===== src/rtl/conv3x3_mac_tree_pkg.sv =====
// conv3x3_mac_tree_pkg: shared constants for the 3x3 MAC core.
// Operand/result width, fixed-point scaling and saturation bounds.
package conv3x3_mac_tree_pkg;

  localparam int CONV_WIDTH   = 9;
  localparam int CONV_FRAC    = 4;
  localparam int CONV_PROD_W  = 2 * CONV_WIDTH;
  localparam int CONV_SUM_W   = 2 * CONV_WIDTH + 4;
  localparam int CONV_SAT_MAX = 2 ** (CONV_WIDTH - 1) - 1;
  localparam int CONV_SAT_MIN = -(2 ** (CONV_WIDTH - 1));
  localparam int CONV_TAPS    = 9;
  localparam int CONV_LAT     = 6;

endpackage


===== src/rtl/conv_mul.sv =====
// conv_mul: signed WIDTH x WIDTH multiplier, registered
// full-precision product.
module conv_mul
  import conv3x3_mac_tree_pkg::*;
#(
  parameter int WIDTH = CONV_WIDTH
) (
  input  logic                      clk,
  input  logic                      rst_n,
  input  logic signed [WIDTH-1:0]   a,
  input  logic signed [WIDTH-1:0]   b,
  output logic signed [2*WIDTH-1:0] p
);

  localparam int PW = 2 * WIDTH;

  always_ff @(posedge clk or negedge rst_n) begin
    if (!rst_n) begin
      p <= '0;
    end else begin
      p <= PW'(a) * PW'(b);
    end
  end

endmodule


===== src/rtl/conv3x3_mac_tree.sv =====
// conv3x3_mac_tree: nine-tap signed MAC with registered adder
// tree, arithmetic rescale and saturation; fixed 6-cycle latency.
module conv3x3_mac_tree
  import conv3x3_mac_tree_pkg::*;
#(
  parameter int WIDTH = CONV_WIDTH,
  parameter int FRAC  = CONV_FRAC
) (
  input  logic                   clk,
  input  logic                   rst_n,
  input  logic                   in_valid,
  input  logic [9*WIDTH-1:0]     a,
  input  logic [9*WIDTH-1:0]     b,
  output logic                   out_valid,
  output logic [WIDTH-1:0]       out
);

  localparam int PROD_W = 2 * WIDTH;
  localparam int SUM_W  = 2 * WIDTH + 4;

  localparam logic signed [SUM_W-1:0] SAT_MAX =
    SUM_W'((2 ** (WIDTH - 1)) - 1);
  localparam logic signed [SUM_W-1:0] SAT_MIN = ~SAT_MAX;

  logic signed [PROD_W-1:0] p [CONV_TAPS];
  logic signed [SUM_W-1:0]  s2 [5];
  logic signed [SUM_W-1:0]  s3 [3];
  logic signed [SUM_W-1:0]  s4 [2];
  logic signed [SUM_W-1:0]  s5;
  logic signed [SUM_W-1:0]  scaled;
  logic        [WIDTH-1:0]  sat_res;
  logic        [CONV_LAT-1:0] vld;

  for (genvar k = 0; k < CONV_TAPS; k++) begin : g_mul
    conv_mul #(
      .WIDTH (WIDTH)
    ) u_mul (
      .clk   (clk),
      .rst_n (rst_n),
      .a     (a[k*WIDTH +: WIDTH]),
      .b     (b[k*WIDTH +: WIDTH]),
      .p     (p[k])
    );
  end

  always_comb begin
    scaled  = s5 >>> FRAC;
    sat_res = scaled[WIDTH-1:0];
    if (scaled > SAT_MAX) begin
      sat_res = SAT_MAX[WIDTH-1:0];
    end else if (scaled < SAT_MIN) begin
      sat_res = SAT_MIN[WIDTH-1:0];
    end
  end

  // Data stages run freely; only the valid chain qualifies them.
  always_ff @(posedge clk or negedge rst_n) begin
    if (!rst_n) begin
      vld <= '0;
      s2  <= '{default: '0};
      s3  <= '{default: '0};
      s4  <= '{default: '0};
      s5  <= '0;
      out <= '0;
    end else begin
      vld <= {vld[CONV_LAT-2:0], in_valid};
      for (int i = 0; i < 4; i++) begin
        s2[i] <= SUM_W'(p[2*i]) + SUM_W'(p[2*i+1]);
      end
      s2[4] <= SUM_W'(p[8]);
      s3[0] <= s2[0] + s2[1];
      s3[1] <= s2[2] + s2[3];
      s3[2] <= s2[4];
      s4[0] <= s3[0] + s3[1];
      s4[1] <= s3[2];
      s5    <= s4[0] + s4[1];
      if (vld[CONV_LAT-2]) begin
        out <= sat_res;
      end
    end
  end

  assign out_valid = vld[CONV_LAT-1];

endmodule


===== config.mk =====
export PLATFORM = sky130hd
export DESIGN_NAME = conv3x3_mac_tree
export DESIGN_NICKNAME = d
export VERILOG_FILES = /design/src/rtl/conv3x3_mac_tree_pkg.sv /design/src/rtl/conv_mul.sv /design/src/rtl/conv3x3_mac_tree.sv
export SDC_FILE = /design/constraint.sdc
export NUM_CORES = 2
export LEC_CHECK = 0
export CORE_MARGIN = 1.5
export CORE_UTILIZATION = 45
export CTS_BUF_LIST = sky130_fd_sc_hd__clkbuf_4 sky130_fd_sc_hd__clkbuf_8 sky130_fd_sc_hd__clkbuf_16
export DETAILED_ROUTE_END_ITERATION = 6
export SYNTH_ARGS = -nofsm -noshare
export SYNTH_HDL_FRONTEND = slang
export SYNTH_SLANG_ARGS = --single-unit
export TNS_END_PERCENT = 5

===== constraint.sdc =====
create_clock -name clk -period 4.6 [get_ports clk]
set_input_delay 0.69 -clock clk [delete_from_list [all_inputs] [get_ports clk]]
set_output_delay 0.69 -clock clk [all_outputs]
set_load 0.01 [all_outputs]

==> results.cfg <==
[sta]
worst_pin_slew_ns = 0.740
fin_ws_ns = 0.111
slew_violations = 0
finalCritPeriodShare_pct = 97.6
timing.final.crit_period_ns = 4.49
worst_slew_margin_rel_pct = 50.7
fmaxAchievable_ghz = 0.223
rsz0062_at_grt = true
setup-violations-final = 0
hold_viol = 0
final.setup_skew_ns = 0.0153

[floorplan]
placeableCoreArea_mm2 = 0.0950
effective_utilization_at_floorplan_pct = 45.5
die_height_um = 313
dieArea_mm2 = 0.0979
floorplan.die.width_um = 313
design.portCount = 175
floorplan.rows = 113

[clock_network]
cts.path.max_buffers = 3
root_cell_of_the_clock_tree = clkbuf_16
cts.sinks = 387
clock_insertion_delay_worst_skew_ns = 0.56
clk_pin_slew_worst_paths_ns = 0.06
cts_tree = yes
tritoncts.num_buffers = 41
ctsHtreeMaxLevel = 2

[synth]
synth_top_area_share_pct = 29.5
ys_types = 76
post_synth_instance_area_mm2 = 0.0432
synth_fp_nets = 5528
yosysSeqAreaShare_pct = 22.4
synthesis.area_per_instance_um2 = 10.2
yosysMostFrequentCell = inv_1
yosys_warnings = 0
yosys.area.top_type = fa_1
yosys_register_bits = 387
ys.flop_type = dfrtp_1
synth_top_cells_by_count = inv_1 (690), fa_1 (637), ha_1 (492)
synth_enable_flop_cells = 0
synth-async-reset-ratio_pct = 100
ys_top_cells_by_area = fa_1 (30%), dfrtp_1 (22%), ha_1 (14%)
post_synth_inst_count = 4234

[placed_design]
detailedPlace.worstSlack_ns = -0.939
detailed_place_hpwl_um = 76400
buffer_ports.inserted = 174
dp_cells = 6109
gp_congestion = 0.872

[critical_path]
worst_path_largest_cell_delay_ns = 0.52
worst-path-max-fanout = 3
worstSetupStartpointType = input port
worst_ep_arrival_time_ns = 4.94
worst-setup-path-type = in2reg
critPathTopFamily = adder cells
critPathBufInv = 4
slowest_stage = fa_1
crit_chain = clkdlybuf4s50_1, nand2_1, fa_1, fa_1, inv_1, fa_1, fa_1, fa_1, ha_4, nor2b_1, o22ai_2, buf_4, buf_4, o21ba_2, xnor2_1
worstSetupEndpointType = flop
critPathRequiredTime_ns = 5.05
critical-path-top-cell-by-count = fa_1

[global_routing]
antenna_found_initial = 0
largest_net_degree_at_the_start_of_global_routing = 106
first_global_vias = 32764
global_route.overflow_total = 0
grt_util_all_layers_pct = 19.2
grt_pass1_wl_um = 156000

[layout]
fillerInstances = 8582
fraction_of_final_layout_cells_sized_beyond_drive_strength_1_pct = 18.9
antenna-diode-count = 0
final_cells = 6211
synth_to_final_area_change_pct = 22.1
design.final.nets = 6210

[drt]
routed_wirelength_um = 90200
route.detailed.wl_per_inst_um = 14.5
viasPerCell = 4.90
drc_markers = 0
drt_pass1_iterations = 5
drt_first_iter_violations = 1186
drt.antenna.violating_nets = 0
detailroute.via_count = 30443

[power]
leakage_nw = 26.6
power_density_mw_per_mm2 = 776
maximum_vdd_drop_v = 0.000486
report.power.total_mw = 40.9

[job]
drv_cap = 0

[worst_hold_path]
min-delay-path-class = in2async

[run_status]
status = complete, no violations
==> layout by cell type (no fill, tap or decap), types with 28 or more instances in the layout <==
| cell | n |
|---|---|
| a21o_1 | 60 |
| a21oi_1 | 124 |
| and2_1 | 303 |
| buf_4 | 500 |
| buf_6 | 32 |
| clkbuf_16 | 42 |
| clkbuf_2 | 66 |
| dfrtp_1 | 387 |
| dlygate4sd2_1 | 28 |
| dlymetal6s2s_1 | 41 |
| fa_1 | 599 |
| fa_2 | 38 |
| ha_1 | 439 |
| ha_4 | 45 |
| inv_1 | 680 |
| nand2_1 | 392 |
| nand3_1 | 37 |
| nor2_1 | 146 |
| nor2b_1 | 77 |
| nor3_1 | 36 |
| o21a_1 | 44 |
| o21ai_0 | 68 |
| xnor2_1 | 215 |
| xor2_1 | 61 |
==> area by class of cell <==
class | instances | area [um2] | share of cell area, %
Clock buffer | 53 | 1180 | 2.24
Clock inverter | 20 | 210 | 0.399
Inverter | 690 | 2590 | 4.91
Multi-Input combinational cell | 3086 | 31900 | 60.4
Sequential cell | 387 | 9680 | 18.4
Tap cell | 1265 | 1580 | 3.00
Timing Repair Buffer | 710 | 5610 | 10.6
==> stage by stage <==
stage               utilization (%)  TNS (ns)  hold WS (ns)  cell area, um2
floorplan                         -     -2.02         0.331           44100
global placement               53.2    -49.27         0.333           50500
detailed placement             53.2    -51.75         0.335           50500
CTS                            55.0    -0.334        0.0469           52300
global route                   55.5   -0.0911        0.0638           52700
finish                         55.5         0        0.0478           52700
==> power by group <==
| group | switching [mW] | internal (mW) |
|---|---|---|
| logic | 15.3 | 16.1 |
| clock network | 1.38 | 1.95 |
| registers | 0.816 | 5.43 |
| total | 17.5 | 23.5 |
==> what timing repair did <==
item                       4_1_cts  5_1_grt
gates resized for setup        200      338
pin swaps                       85      135
hold buffers                     0        0
setup buffers                   18       10
setup endpoints to repair       49       45
cloned                           1        0
==> state kept, by name (all words and copies together) (netlist names) <==
signal / cells
s4: 40
g_mul.u_mul.p: 162
out: 9
s5: 18
s3: 58
vld: 6
s2: 94
==> layer usage <==
metal,wire length [um],part of all wire (%),track usage (%)
met1,40000,44,25.3
met2,46300,51,34.6
met3,2060,2.3,1.73
met4,1870,2.1,3.85
met5,0,0,0
==> logic make-up (layout without fill, tap and decap cells) <==
kind of cell | Yosys count | after routing | synth area share (%)
buf+inv | 761 | 1473 | 6.62
fa+ha+maj | 1129 | 1129 | 43.8
xor+xnor | 276 | 276 | 5.60
compound gates | 515 | 515 | 7.98
flops | 387 | 387 | 22.4
simple gates | 1156 | 1156 | 13.3
mux | 10 | 10 | 0.261
==> worst paths after layout <==
kind,depth (start not counted),from,slack [ns],end
setup / recovery,15,a[10],0.11,g_mul[1].u_mul.p[12]
hold / removal,1,rst_n,0.05,g_mul[0].u_mul.p[17]
setup reg to reg,10,g_mul[6].u_mul.p[0],1.90,s2[38]
hold reg to reg,0,s3[0],0.34,s4[0]
max in group asynchronous,2,rst_n,3.35,g_mul[7].u_mul.p[2]
min in group clk,0,s3[0],0.34,s4[0]
==> worst reg2reg max path: cells and delay by family, from the launching register on <==
kind	cells	cell delay [ns]
buf+inv	1	0.08
flops	1	0.37
simple gates	1	0.07
compound gates	6	1.61
fa+ha+maj	2	0.43
Power figures use the tool's default switching activity.
